==> src/rtl/dafir.sv <==
// dafir: four-tap bit-serial distributed-arithmetic FIR filter (8-bit signed in, 17-bit signed out).
// Define DAFIR_VALID_EN to add the y_valid strobe that marks each opy update.
module dafir #(
    parameter logic signed [7:0] H0 = 8'sd1,
    parameter logic signed [7:0] H1 = 8'sd2,
    parameter logic signed [7:0] H2 = 8'sd3,
    parameter logic signed [7:0] H3 = 8'sd4
) (
    input  logic        clk_bit,
    input  logic        rst_n,
    input  logic [7:0]  xnp1,
`ifdef DAFIR_VALID_EN
    output logic        y_valid,
`endif
    output logic [16:0] opy
);

    localparam int DATA_W = 8;
    localparam int LUT_W  = 10;
    localparam int ACC_W  = 18;

    logic [DATA_W-1:0]       t0_q, t1_q, t2_q, t3_q;
    logic [2:0]              bitcnt_q, bitcnt_d;
    logic signed [ACC_W-1:0] acc_q, acc_d;
    logic [16:0]             opy_q, opy_d;
    logic [3:0]              addr;
    logic signed [LUT_W-1:0] lut_v;
    logic signed [ACC_W-1:0] term;
    logic                    frame_end;

    // Coefficient-sum table: entry a is the sum of Hk for every set bit k of a.
    function automatic logic signed [LUT_W-1:0] lut_sum(input logic [3:0] a);
        logic signed [LUT_W-1:0] s;
        s = '0;
        if (a[0]) s = s + {{(LUT_W-8){H0[7]}}, H0};
        if (a[1]) s = s + {{(LUT_W-8){H1[7]}}, H1};
        if (a[2]) s = s + {{(LUT_W-8){H2[7]}}, H2};
        if (a[3]) s = s + {{(LUT_W-8){H3[7]}}, H3};
        return s;
    endfunction

    always_comb begin
        frame_end = (bitcnt_q == 3'd7);
        bitcnt_d  = bitcnt_q + 3'd1;
        addr      = {t3_q[bitcnt_q], t2_q[bitcnt_q], t1_q[bitcnt_q], t0_q[bitcnt_q]};
        lut_v     = lut_sum(addr);
        term      = {{(ACC_W-LUT_W){lut_v[LUT_W-1]}}, lut_v} << bitcnt_q;
        // Bit 7 carries the two's-complement sign weight, hence the subtraction.
        if (bitcnt_q == 3'd0) begin
            acc_d = term;
        end else if (frame_end) begin
            acc_d = acc_q - term;
        end else begin
            acc_d = acc_q + term;
        end
        opy_d = frame_end ? acc_d[16:0] : opy_q;
    end

    always_ff @(posedge clk_bit or negedge rst_n) begin
        if (!rst_n) begin
            bitcnt_q <= '0;
            acc_q    <= '0;
            opy_q    <= '0;
            t0_q     <= '0;
            t1_q     <= '0;
            t2_q     <= '0;
            t3_q     <= '0;
        end else begin
            bitcnt_q <= bitcnt_d;
            acc_q    <= acc_d;
            opy_q    <= opy_d;
            // Result above used the pre-shift taps; the new sample enters on the same edge.
            if (frame_end) begin
                t3_q <= t2_q;
                t2_q <= t1_q;
                t1_q <= t0_q;
                t0_q <= xnp1;
            end
        end
    end

    assign opy = opy_q;

`ifdef DAFIR_VALID_EN
    logic valid_q;

    always_ff @(posedge clk_bit or negedge rst_n) begin
        if (!rst_n) begin
            valid_q <= 1'b0;
        end else begin
            valid_q <= frame_end;
        end
    end

    assign y_valid = valid_q;
`endif

endmodule

==> config.mk <==
export PLATFORM = sky130hd
export DESIGN_NAME = dafir
export DESIGN_NICKNAME = d
export VERILOG_FILES = /design/src/rtl/dafir.sv
export SDC_FILE = /design/constraint.sdc
export NUM_CORES = 1
export LEC_CHECK = 0
export ABC_AREA = 1
export BUFFER_PORTS_ARGS = -buffer_cell sky130_fd_sc_hd__buf_2
export CAP_MARGIN = 20
export CELL_PAD_IN_SITES_DETAIL_PLACEMENT = 0
export CELL_PAD_IN_SITES_GLOBAL_PLACEMENT = 1
export CORE_UTILIZATION = 46
export DETAILED_ROUTE_END_ITERATION = 7
export GPL_TIMING_DRIVEN = 0
export PLACE_DENSITY = 0.82
export SETUP_SLACK_MARGIN = 0.05
export SKIP_LAST_GASP = 1
export SYNTH_ARGS = -nofsm -noshare
export SYNTH_HDL_FRONTEND = slang
export SYNTH_SLANG_ARGS = --single-unit
==> constraint.sdc <==
create_clock -name clk_bit -period 5.9 [get_ports clk_bit]
set_input_delay 1.18 -clock clk_bit [delete_from_list [all_inputs] [get_ports clk_bit]]
set_output_delay 1.18 -clock clk_bit [all_outputs]
set_load 0.05 [all_outputs]
# == Word level (Yosys, flattened, before mapping) ==
# Index checks and enable logic that the tools add are counted.
# word_totals
register_bits,70
inputBits,10
output_inout_bits,17
elab_cells,31
# classes
n_addsub,6
magnitude_cmp,1
n_eq_ne,1
shift,1
muxes,14
reduce_logical,1
# ops
op,count
$mux W18,2
$mux W10,3
$add A10 B2 Y10 const B,2
$add A18 B18 Y18,1
$shl A18 B3 Y18,1
$sub A18 B18 Y18,1
$bmux W1 S3,4
$add A10 B3 Y10 const B,1
$mux W1,5
$lt A3 B4 Y1 const B,1
$add A3 B1 Y3 const B,1
$eq A3 B3 Y1 const B,1
$logic_not A3 Y1,1

# == Logic depth before layout (Yosys ltp) ==
# Gate-level depths: netlist (run 1).
# depth
ltp_word,13
mapped_depth,35
mapped_depth_nobuf,34

# == Least setup slack after synthesis (run 1) ==
# Ideal clock, no wire load.
# synth_timing
path_kind,flip-flop to flip-flop
from,reg bitcnt_q[0]
to,"reg opy_q[10], in the netlist opy[10]"
setup_time_ps,66
arrival_ps,3987
required_time_ps,5834
setup_slack_ps,1847
path_stages_with_launch,26
n_path_buf,2
period_less_slack_ps,4053
path_cell_list,dfrtp_1 buf_6 buf_12 nand2_2 nand3_2 nand3_1 nand2_2 ha_1 nand3_1 nand3_2 nand2_2 nand3_1 ha_1 o21ai_0 inv_1 fa_1 o31ai_1 nand2_1 nand2_1 a21oi_1 o21ai_0 a31o_2 o21ai_0 a21oi_1 nand2_1 nand2_1
# synth_via
elab_chain_len,13
elab_cells_between_ends,22
classes_between,5 x add/sub; 1 x eq/ne; 1 x shift; 14 x mux; 1 x reduce/logical
# synth_rtl
item,line_no,text
"start, declared",23,"logic [2:0] bitcnt_q, bitcnt_d;"
"start signal, assigned",69,bitcnt_q <= bitcnt_d;
$bmux W1 S3,45,"addr = {t3_q[bitcnt_q], t2_q[bitcnt_q], t1_q[bitcnt_q], t0_q[bitcnt_q]};"
$mux W1 (not written as such),45,
$mux W1,35,"if (a[0]) s = s + {{(LUT_W-8){H0[7]}}, H0};"
$add A10 B2 Y10,36,"if (a[1]) s = s + {{(LUT_W-8){H1[7]}}, H1};"
$mux W10,36,
$add A10 B2 Y10,37,"if (a[2]) s = s + {{(LUT_W-8){H2[7]}}, H2};"
$mux W10,37,
$add A10 B3 Y10,38,"if (a[3]) s = s + {{(LUT_W-8){H3[7]}}, H3};"
$mux W10,38,
$shl A18 B3 Y18,47,"term = {{(ACC_W-LUT_W){lut_v[LUT_W-1]}}, lut_v} << bitcnt_q;"
$add A18 B18 Y18 / $sub A18 B18 Y18 (equally long branches),"54, 52",
$mux W18,51,end else if (frame_end) begin
$mux W18 (*),49,if (bitcnt_q == 3'd0) begin
via acc_d[10],24,"logic signed [ACC_W-1:0] acc_q, acc_d;"
"end signal, assigned",71,opy_q <= opy_d;
"end, declared",25,"logic [16:0] opy_q, opy_d;"
# Mark *: on every way through the listed nets, which the timed path passes. The rest lies on a longest branch. The select of a mux whose other input is x is not followed.
# A chain may end at the register's enable or synchronous reset.

# == Worst setup path after layout (run 1) ==
# layout_timing
from,reg bitcnt_q[1]
to,"reg opy_q[10], in the netlist opy[10]"
# Same word-level chain as after synthesis.

==> impl_metrics.py, run 1 <==
metrics = {
    "outcome": {
        "outcome": "completed",
    },
    "drt": {
        "antenna_left": 0,
        "vias_per_cell": 5.19,
        "wl_per_cell_um": 14.5,
        "dr.first_iter.drc_count": 201,
        "route.vias.total": 3681,
        "drcViolationCount": 0,
        "first_pass_iters": 5,
        "finalWirelength_um": 10300,
    },
    "grt": {
        "grt_max_degree": 70,
        "grt_pass1_wl_um": 18100,
        "grt_pass1_vias": 3678,
        "gr-total-overflow": 0,
        "track_usage_pct": 23.6,
        "antenna_found_initial": 0,
    },
    "logic_synthesis": {
        "avgSynthCellArea_um2": 7.71,
        "yosys_warnings": 0,
        "ys_seq_area_share_pct": 40.1,
        "synthesis.area_um2": 4310,
        "async_flop_share_pct": 100,
        "ys.flop_type": "dfrtp_1",
        "synth_seq_cells": 69,
        "synth_cells": 559,
        "yosysUniqueCellTypes": 37,
        "syn_nets": 592,
        "synth_edf_count": 0,
    },
    "setup_path": {
        "crit_path_start_kind": "register",
        "critPathBufInv": 2,
        "critPathKind": "register to register",
        "cp.required_ps": 6190,
        "arrival_ps": 5180,
        "worstPathCellList": "buf_4 -> nand3_1 -> nand3_1 -> nand2_2 -> ha_1 -> nand3_1 -> nand3_2 -> nand2_2 -> nand3_1 -> ha_1 -> o21ai_0 -> inv_1 -> fa_1 -> o31ai_1 -> nand2_1 -> nand2_1 -> a21oi_1 -> o21ai_0 -> a31o_2 -> o21ai_0 -> a21oi_1 -> nand2_1 -> nand2_1",
        "crit_path_end_kind": "register",
        "reg2reg_from": "bitcnt_q[1]",
        "crit_slowest_cell": "dfrtp_1",
        "crit_start": "bitcnt_q[1]",
        "cp_max_fo": 10,
        "cp_slowest_stage_delay_ps": 530,
        "cp_top_family": "compound AO/OA/AOI/OAI gates",
    },
    "clock_tree": {
        "hold_buffers": 0,
        "clock_path_buffers": 2,
        "clk_latency_ps": 350,
        "clock_sinks": 69,
        "htree_levels": 3,
        "post_cts_resized": 0,
        "cts_root_buf": "clkbuf_8",
        "cts_setup_buffers": 0,
        "numCtsBuffers": 9,
        "cts_tree": "done",
        "clk_pin_slew_ps": 80,
    },
    "floorplan": {
        "fp.dieW_um": 98.8,
        "rows": 34,
        "die_h_um": 98.8,
        "io_pins": 27,
        "coreArea_um2": 8890,
        "die_area_um2": 9760,
        "start_util_pct": 48.5,
    },
    "min_path": {
        "hold_class": "register to register",
        "worstHoldStart": "opy[3]",
    },
    "sta": {
        "fin_ws_ps": 1020,
        "clock.fmax_ghz": 0.205,
        "tightest_slew_ps": 891,
        "final_max_slew_viol_count": 0,
        "fin_crit_ps": 4880,
        "max-slew-margin-rel_pct": 40.6,
        "finClkSkew_ps": 9.62,
        "finalSetupViolations": 0,
        "finalCritPeriodShare_pct": 82.8,
        "setup_tns_ps": 0,
        "finalHoldViolations": 0,
        "rsz0062_at_grt": "no",
    },
    "final_layout": {
        "syn_to_final_growth_pct": 10.9,
        "multi_input_area_um2": 2210,
        "layout-drive-gt1-share_pct": 17.1,
        "n_antenna_cell": 0,
        "fillerInstances": 877,
        "layout.nets": 629,
        "final_util_pct": 53.8,
        "ff_latch_area_um2": 1730,
    },
    "power": {
        "power.leakage_nw": 2.53,
        "vdd_drop_max_mv": 0.210,
        "power_density_nw_per_um2": 291,
    },
    "placement": {
        "dpl.hpwl_um": 7460,
        "io_buffer_count": 26,
        "pre_cts_ws_ps": 1050,
        "gp_congestion": 0.849,
    },
    "job": {
        "max_cap_violations": 0,
    },
}
## cells in the final DEF, fill, tap and decap left out, types with 2 or more instances in the layout
master	instances
nand2_1	173
dfrtp_1	69
inv_1	59
o21ai_0	53
nand3_1	35
buf_2	31
a21oi_1	23
ha_1	22
nand3_2	18
nand2_2	18
nor2_1	15
clkbuf_1	11
xor2_1	10
clkbuf_8	10
inv_2	5
o31ai_1	5
buf_4	3
nor2_2	3
nor2_4	3
o21ai_1	3
xnor2_1	3
buf_6	2
nor3_1	2
nand4_1	2
a31oi_1	2
nand3b_1	2
o21a_1	2
buf_1	2
clkinv_4	2
## metal layers
layer	GRT usage (%)	wire length, µm	part of all wire, %	vias up
met5	0	0	0	-
met4	5.05	110	1.1	0
met3	3.83	394	3.8	11
met2	35.8	4410	43	79
met1	35.5	5360	52	1714
li1	-	-	-	1877
## registers in the layout (all words and copies together) (netlist names)
| register | flops |
|---|---|
| acc_q | 17 |
| opy | 17 |
| t0_q | 8 |
| t1_q | 8 |
| t2_q | 8 |
| t3_q | 8 |
| bitcnt_q | 3 |
## synthesized netlist by cell type, types with 3 or more instances
cell type  count  area share [%]
nand2_1      173              15
dfrtp_1       69              40
inv_1         59             5.1
o21ai_0       53             6.2
nand3_1       35             4.1
a21oi_1       23             2.7
ha_1          22             6.4
nand2_2       18             2.6
nand3_2       18             4.2
nor2_1        15             1.3
clkbuf_1      10            0.87
xor2_1        10             2.0
buf_2          6            0.70
inv_2          5            0.44
o31ai_1        5            0.87
nor2_2         3            0.44
nor2_4         3            0.78
o21ai_1        3            0.35
xnor2_1        3            0.61
## worst min-delay path, cell delays in order, from the launching register on
cell and delay [ps]:
dfrtp_1 340, nand2_1 50, nand2_1 50
## final timing paths
kind	end	cells after the start	slack, ps
min reg2reg	opy[3]	2	480
max	opy[10]	23	1020
max reg2reg	opy[10]	23	1020
min in group asynchronous	t2_q[1]	1	950
min	opy[3]	2	480
max in group asynchronous	opy[11]	1	4380
## layout make-up
type / count / area share (%)
multi-input combinational: 403 / 46.3
inverter: 64 / 5.03
sequential: 69 / 36.1
buffer: 23 / 2.77
clock inverter: 5 / 1.26
tap: 108 / 2.83
timing repair buffer: 26 / 2.77
clock buffer: 11 / 2.96
## cells by family after synthesis
group / count (synthesis) / synth area share, %
simple gates: 274 / 30.2
compound gates: 92 / 11.4
buf+inv: 87 / 8.65
flops: 69 / 40.1
fa+ha+maj: 23 / 6.85
xor+xnor: 13 / 2.64
mux: 1 / 0.232
## power breakdown
part,switching [mW],internal [mW]
clock,0.194,0.208
combinational,0.318,0.102
sequential,0.0309,0.540
## through the flow
step	cells	total power, mW	area, µm²	hold slack, ps
final	709	1.39	4780	478
after global routing	709	1.47	4780	501
after CTS	709	1.41	4780	482
after detailed placement	693	1.00	4580	460
after global placement	693	0.995	4580	456
after floorplan	559	0.902	4310	450
(Power assumes the default switching activity.)
==> inputs of run 2 (changes only) <==
Clock period 5.9 ns to 4.5 ns, I/O delays scaled along.
==> run 2 against run 1 <==
  * Routed wire length up 9.8%
  * Register-to-register slack worse by 830 ps
  * Worst hold slack better by 0.63 ps
  * Highest routed layer unchanged
  * Global-route usage up 0.53 points
  * Fmax up 13%
  * Final cell count up 4.4%
  * Utilization up 8.0 points
  * First-iteration DRC count down 8.5%
  * Final area up 15%
==> impl_metrics.py, run 2 (synthesized netlist as in run 1, its figures left out) <==
metrics = {
    "grt": {
        "grt_pass1_wl_um": 18500,
        "track_usage_pct": 24.2,
        "antenna_found_initial": 0,
        "gr-total-overflow": 0,
        "grt_max_degree": 70,
        "grt_pass1_vias": 3753,
    },
    "final_layout": {
        "final_util_pct": 61.7,
        "fillerInstances": 802,
        "n_antenna_cell": 0,
        "layout_common_cells": "160 x nand2_1, 68 x dfrtp_1, 55 x inv_1",
        "layout-drive-gt1-share_pct": 30.2,
        "layout_commonest_cell": "nand2_1",
        "layout.cells.non_filler": 740,
        "ff_latch_area_um2": 1730,
        "syn_to_final_growth_pct": 27.3,
        "layout.nets": 660,
        "multi_input_area_um2": 2630,
    },
    "placement": {
        "gp_congestion": 0.849,
        "dpl.hpwl_um": 7460,
        "dpl.cell_count": 693,
        "io_buffer_count": 26,
    },
    "drt": {
        "dr.first_iter.drc_count": 184,
        "wl_met1_um": 5510,
        "vias_per_cell": 5.29,
        "finalWirelength_um": 11300,
        "wl_met3_um": 512,
        "first_pass_iters": 4,
        "wl_per_cell_um": 15.3,
        "antenna_left": 0,
        "drcViolationCount": 0,
        "highest_layer": "met4",
        "route.vias.total": 3911,
        "wl_met2_um": 5130,
    },
    "floorplan": {
        "rows": 34,
        "die_h_um": 98.8,
        "start_util_pct": 48.5,
        "io_pins": 27,
        "die_area_um2": 9760,
        "fp.dieW_um": 98.8,
        "coreArea_um2": 8890,
    },
    "sta": {
        "max-slew-margin-rel_pct": 40.4,
        "finClkSkew_ps": 11.6,
        "whs_ps": 479,
        "finalCritPeriodShare_pct": 95.9,
        "rsz0062_at_grt": "yes",
        "final_max_slew_viol_count": 0,
        "finalHoldViolations": 0,
        "fin_crit_ps": 4310,
        "finalSetupViolations": 0,
        "setup_tns_ps": 0,
        "clock.fmax_ghz": 0.232,
        "tightest_slew_ps": 894,
    },
    "clock_tree": {
        "cts_tree": "done",
        "clk_latency_ps": 350,
        "clk_pin_slew_ps": 80,
        "htree_levels": 3,
        "clock_path_buffers": 2,
        "cts_root_buf": "clkbuf_8",
        "clock_sinks": 69,
        "numCtsBuffers": 9,
    },
    "setup_path": {
        "cp_slowest_stage_delay_ps": 430,
        "crit_path_end_kind": "register",
        "cp.required_ps": 4740,
        "crit_slowest_cell": "dfrtp_1",
        "critPathKind": "register to register",
        "arrival_ps": 4550,
        "ff2ff_setup_slack_ps": 190,
        "crit_path_start_kind": "register",
        "cp_max_fo": 7,
    },
    "min_path": {
        "hold_class": "register to register",
    },
    "power": {
        "power_density_nw_per_um2": 344,
        "vdd_drop_max_mv": 0.281,
        "power.total_mw": 1.89,
        "power.leakage_nw": 2.77,
    },
    "outcome": {
        "outcome": "completed",
    },
    "job": {
        "max_cap_violations": 0,
    },
}
-- run 2: changes by cell type in the layout (fill, tap and decap cells not counted), sizes merged --
cell | previous run | this run
buf | 39 | 70
-- run 2: where the power goes --
group	internal [mW]	switching, mW	leakage, nW
Sequential	0.708	0.0410	0.835
Combinational	0.165	0.443	1.83
Clock	0.272	0.259	0.0995
Total	1.15	0.743	2.77
-- run 2: path summary, 6_finish.rpt --
path                              from     endpoint  cells after the start
max                        bitcnt_q[0]      opy[16]                     32
min                             opy[3]       opy[3]                      2
max reg2reg                bitcnt_q[0]      opy[16]                     32
min reg2reg                     opy[3]       opy[3]                      2
max in group asynchronous        rst_n  bitcnt_q[1]                      1
min in group asynchronous        rst_n      t2_q[1]                      1
-- run 2: timing repair --
| action | 4_1_cts | 5_1_grt |
|---|---|---|
| hold buffers | 0 | 0 |
| pin swaps | 7 | 52 |
| buffers inserted | 9 | 22 |
| cloned | 0 | 0 |
| resized for setup | 22 | 90 |
| setup endpoints to repair | 13 | 17 |
-- run 2: per-stage QoR --
stage | cell area (µm²) | worst slack, ps
finish | 5490 | 186
CTS | 4940 | 35.6
global route | 5490 | -86.6
detailed placement | 4580 | -351
global placement | 4580 | -281
floorplan | 4310 | 447
-- run 2: cell type report --
cell class / instances / area share [%]
multi-input combinational: 403 / 47.9
clock inverter: 5 / 1.09
buffer: 23 / 3.08
inverter: 64 / 4.56
timing repair buffer: 57 / 6.89
tap: 108 / 2.46
sequential: 69 / 31.5
clock buffer: 11 / 2.58
-- run 2: per-layer routing --
layer / track usage (%) / vias to the layer above
li1: - / 1939
met1: 36.1 / 1880
met2: 36.7 / 77
met3: 3.90 / 15
met4: 5.51 / 0
met5: 0 / -
-- run 2: critical path, delay by kind of cell (launching register included) --
kind | cells | cell delay [ps]
and+or+nand+nor | 22 | 2010
xor gates and xnor gates | 1 | 210
AOI/OAI and AO/OA | 3 | 450
DFF | 1 | 430
buffers and inverters | 3 | 350
adders and majority gates | 3 | 720
